## src/rtl/lfsr_err_cnt.sv

```systemverilog
// Saturating mismatch counter; a same-cycle clear and increment leaves the count at one.
module lfsr_err_cnt #(
   parameter int ERR_W = 8
) (
   input  logic             clk_sys,
   input  logic             rst_b,
   input  logic             clr,
   input  logic             inc,
   output logic [ERR_W-1:0] count
);

   always_ff @(posedge clk_sys or negedge rst_b) begin
      if (!rst_b) begin
         count <= '0;
      end else if (clr) begin
         count <= inc ? ERR_W'(1) : '0;
      end else if (inc && (count != '1)) begin
         count <= count + ERR_W'(1);
      end
   end

endmodule

```

## config.mk

```make
export PLATFORM = sky130hd
export DESIGN_NAME = lfsr_err_cnt
export DESIGN_NICKNAME = d
export VERILOG_FILES = /design/src/rtl/lfsr_err_cnt.sv
export SDC_FILE = /design/constraint.sdc
export NUM_CORES = 1
export LEC_CHECK = 0
export BUFFER_PORTS_ARGS = -buffer_cell sky130_fd_sc_hd__buf_2
export CAP_MARGIN = 25
export CELL_PAD_IN_SITES_DETAIL_PLACEMENT = 0
export CELL_PAD_IN_SITES_GLOBAL_PLACEMENT = 1
export CORE_AREA = 2 2 39 41
export CTS_CLUSTER_SIZE = 20
export DETAILED_ROUTE_END_ITERATION = 8
export DIE_AREA = 0 0 41 43
export HOLD_SLACK_MARGIN = 0.1
export PLACE_DENSITY_LB_ADDON = 0.1
export SLEW_MARGIN = 5
export SYNTH_ARGS = -nofsm -noshare
export SYNTH_HDL_FRONTEND = slang
export SYNTH_SLANG_ARGS = --single-unit
```

## constraint.sdc

```tcl
create_clock -name clk_sys -period 4.62 [get_ports clk_sys]
set_clock_uncertainty 0.1 [all_clocks]
set_input_delay 0.231 -clock clk_sys [delete_from_list [all_inputs] [get_ports clk_sys]]
set_output_delay 0.231 -clock clk_sys [all_outputs]
set_load 0.005 [all_outputs]
```

# Yosys cells after proc, flatten, opt, wreduce, memory -nomap -nowiden
# Index checks and enable logic that the tools add are counted.
# Widths: inputs -> output; s select.
[op_classes]
reduce_logical = 2
addsub = 1
muxes = 3
eq_ne = 1
[op_table]
columns = ["cell", "n"]
rows = [
  ["$mux 8", 2],
  ["$add 8x1->8 const B", 1],
  ["$ne 8x8->1 const B", 1],
  ["$reduce_bool 2->1", 1],
  ["$logic_and 1x1->1", 1],
  ["$mux 1", 1],
]
[word_totals]
word_cells = 8
out_inout_bits = 8
reg_bits = 8
inputBits = 4

# Logic depth before layout (Yosys ltp)
[logic_depth]
depth_word = 4
ltp_mapped = 4
ltp_nobuf = 4

# Worst setup path before layout
# OpenSTA, ideal clock, no wires.
[synth_timing]
path_kind = "register to register"
startpoint = "reg count[0]"
endpoint = "reg count[5]"
synth_period_minus_slack_ns = 1.497
arrival_time_ns = 1.265
stages_incl_launch_ff = 5
path_slack_ns = 3.123
required_time_ns = 4.388
path_buffers = 0
setup_ns = 0.132
cell_sequence = "dfrtp_1 -> ha_1 -> and3_1 -> a2111oi_2 -> nor3b_1"
[synth_via]
elab_chain_len = 3
word_cells_on_any_way = 6
cone_classes = "add/sub: 1; eq/ne: 1; mux: 2; reduce/logical: 2"
[synth_rtl]
columns = ["item", "line_no", "text"]
rows = [
  ["start, declared", "9", "output logic [ERR_W-1:0] count"],
  ["start signal, assigned", "16", "count <= inc ? ERR_W'(1) : '0;"],
  ["start signal, assigned", "18", "count <= count + ERR_W'(1);"],
  ["$add 8x1->8 or $ne 8x8->1 (tied branches)", "18, 17", ""],
  ["$mux 8 or $logic_and 1x1->1 (tied branches)", "17", "end else if (inc && (count != '1)) begin"],
  ["$mux 8 or $reduce_bool 2->1 (tied branches)", "-", ""],
]
# Parallel ways exist; a longest one is shown, timed or not. The select of a mux whose other input is x is not followed.
# A chain may end at the register's enable or synchronous reset.

# Final worst setup path
# Ends and elaborated chain as after synthesis.

==> flow_summary.toml <==
[clock_tree]
numClockSinks = 8
postCtsSetupRepairBufs = 0
cts_root_buf = "clkbuf_4"
clock_latency_ns = 0.26
cts_max_level = 1
cts_tree = "done"
cts_resized = 0
cts.clk_slew.worst_paths_ns = 0.06
clockBufferDepth = 2
cts_buffers = 3

[final_layout]
multi_input_comb_area_um2 = 254
area_delta_synth_final_pct = 20.4
fillers = 150
antenna_cells = 0
layout.nets = 67
drive_gt1_frac = 0.317
largest_reg_flops = 8
final_cell_mix = "buf_2 (11), dfrtp_1 (8), a21oi_1 (5)"
reg_top3 = "count: 8 flops"
regMostFlops = "count"
layout_commonest_cell = "buf_2"
seqCellArea_um2 = 200

[floorplan]
die_w_um = 41
design.core.area_um2 = 1380
top_level_ports = 12
die_h_um = 43
rows = 14
start_util = 0.342
die_area_um2 = 1760

[global_routing]
grt_pass1_vias = 403
met1_usage = 0.237
antenna_found_initial = 0
grt_max_degree = 12
top_usage_layer = "met1"
grt.total_usage = 0.162
overflow = 0
grt_pass1_wl_um = 1840
grtUsageMet3 = 0.0524
global_route.usage.met2 = 0.197

[critical_path]
rrSetupSlack_ns = 3.04
path_buf_inv = 0
path_cells = "ha_1, and3_1, a2111oi_2, nor3b_1"
max_stage_delay_ns = 0.43
crit_fanout = 5
reg2reg_depth = 4
cp.required_ns = 4.66
reg2reg_to = "count[5]"
worst_ep_arrival_time_ns = 1.62
r2r-start = "count[0]"
path_class = "register to register"
cp_slowest_cell = "dfrtp_1"
critPathTopFamily = "flip-flops"
end_kind = "register"
start_kind = "register"

[run_status]
status = "finished, final reports clean"

[place]
port_buffers = 11
hpwl_um = 775
place.gp.congestion = 0.719

[route]
ant_nets = 0
wirelength_um = 1120
wl_per_cell_um = 14.7
firstDrtPassIters = 4
drc = 0
num_vias = 439
drtIter0Drc = 11
via_per_inst = 5.78

[power_and_ir_drop]
power_frac_comb = 0.103
total_power_w = 0.000147
p_per_area_nw_per_um2 = 257
power_frac_seq = 0.521
pwr-share-clk = 0.376
p_int_w = 0.000110
p_switching_w = 0.0000367
peakVddDrop_v = 0.0000989
p_leak_nw = 0.261
switching_share = 0.251

[yosys]
synth-simple-area-share = 0.257
synth_xor_area_frac = 0
syn-num-nets = 52
ys.warnings.count = 0
netlist_instances = 47
synth_compound_area_frac = 0.233
syn_area_per_cell_um2 = 10.1
synth_seq_cells = 8
synth_adder_area_share = 0.0265
netlist_area_um2 = 473
ys_seq_area_frac = 0.423
synth_top_family_by_area = "simple AND/OR/NAND/NOR gates"
synthDistinctLibCells = 27
muxShareOfSynthArea = 0.0212

[flow_run]
maxCapViolCount = 0

[sta]
period_share = 0.342
maxSlewViolCount = 0
setup_viol_count_final = 0
hold_ws_ns = 0.169
min_period_ns = 1.58
worst_pin_slew_ns = 0.282
rsz0062_at_grt = "no"
setup_tns_ns = 0
hold_violations = 0
max_freq_mhz = 634
relSlewSlack = 0.812

[hold_path]
hp-start = "inc"
hp-class = "input port to register"
whs_endpoint = "count[0]"
worstHoldPathCells = 3
-- power by group through the flow --
stage | combinational (W) | clock [W] | sequential (W)
floorplan | 0.00000759 | 0 | 0.0000772
global placement | 0.0000149 | 0 | 0.0000772
detailed placement | 0.0000148 | 0 | 0.0000776
CTS | 0.0000155 | 0.0000586 | 0.0000764
global route | 0.0000173 | 0.0000635 | 0.0000770
finish | 0.0000151 | 0.0000551 | 0.0000763
-- worst max path at each step --
stage	endpoint	slack, ns	startpoint	depth (start not counted)
floorplan	count[5]	3.12	count[0]	4
global placement	count[5]	3.10	count[0]	4
detailed placement	count[5]	3.05	count[0]	4
CTS	count[1]	3.03	count[0]	4
global route	count[5]	2.92	count[0]	4
finish	count[5]	3.04	count[0]	4
-- worst min-delay path, delay by kind of cell --
family	cells	cell delay [ns]
compound gates	1	0.07
buf+inv	1	0.12
simple gates	1	0.06
-- logic make-up after synthesis --
logic type      Yosys count
compound gates           15
flops                     8
mux                       1
buf+inv                   4
simple gates             18
fa+ha+maj                 1
-- through the flow --
| stage | utilization | instances | setup WS (ns) | instance area (µm²) |
|---|---|---|---|---|
| finish | 0.411 | 76 | 3.04 | 569 |
| global route | 0.411 | 76 | 2.92 | 569 |
| CTS | 0.411 | 76 | 3.03 | 569 |
| detailed placement | 0.388 | 72 | 3.05 | 537 |
| global placement | 0.388 | 72 | 3.10 | 537 |
| floorplan | - | 47 | 3.12 | 473 |
-- repair_timing --
| item | CTS | global route |
|---|---|---|
| hold buffers | 1 | 0 |
| setup endpoints to repair | 0 | 0 |
| endpoints found under the hold margin | 8 | 0 |
-- cell type report --
class	instances	area share
sequential	8	0.352
multi-input combinational	35	0.446
clock buffer	3	0.0396
tap	16	0.0352
inverter	2	0.0132
timing repair buffer	12	0.114
-- synth_stat cells --
| cell | count | area, µm² |
|---|---|---|
| dfrtp_1 | 8 | 200 |
| a21oi_1 | 5 | 25.0 |
| nand2b_1 | 4 | 25.0 |
| nand2_1 | 3 | 11.3 |
| and3_1 | 2 | 12.5 |
| inv_1 | 2 | 7.51 |
| o21ai_0 | 2 | 10.0 |
| or3_1 | 2 | 12.5 |
| a2111oi_2 | 1 | 15.0 |
| a211o_1 | 1 | 8.76 |
| a211oi_1 | 1 | 7.51 |
| a21boi_2 | 1 | 11.3 |
| a311oi_1 | 1 | 8.76 |
| a41oi_1 | 1 | 8.76 |
| and4_4 | 1 | 11.3 |
| and4bb_2 | 1 | 12.5 |
| buf_4 | 1 | 7.51 |
| clkbuf_1 | 1 | 3.75 |
| ha_1 | 1 | 12.5 |
| mux2i_1 | 1 | 10.0 |
| nand3_1 | 1 | 5.00 |
| nand4_1 | 1 | 6.26 |
| nand4_2 | 1 | 12.5 |
| nor3_1 | 1 | 5.00 |
| nor3b_1 | 1 | 7.51 |
| o211ai_1 | 1 | 7.51 |
| o31ai_1 | 1 | 7.51 |
-- metal layers --
layer	part of all wire	vias up
met5	0	-
met4	0	0
met3	0.060	0
met2	0.45	14
met1	0.49	218
li1	-	207
(Power assumes the default switching activity.)
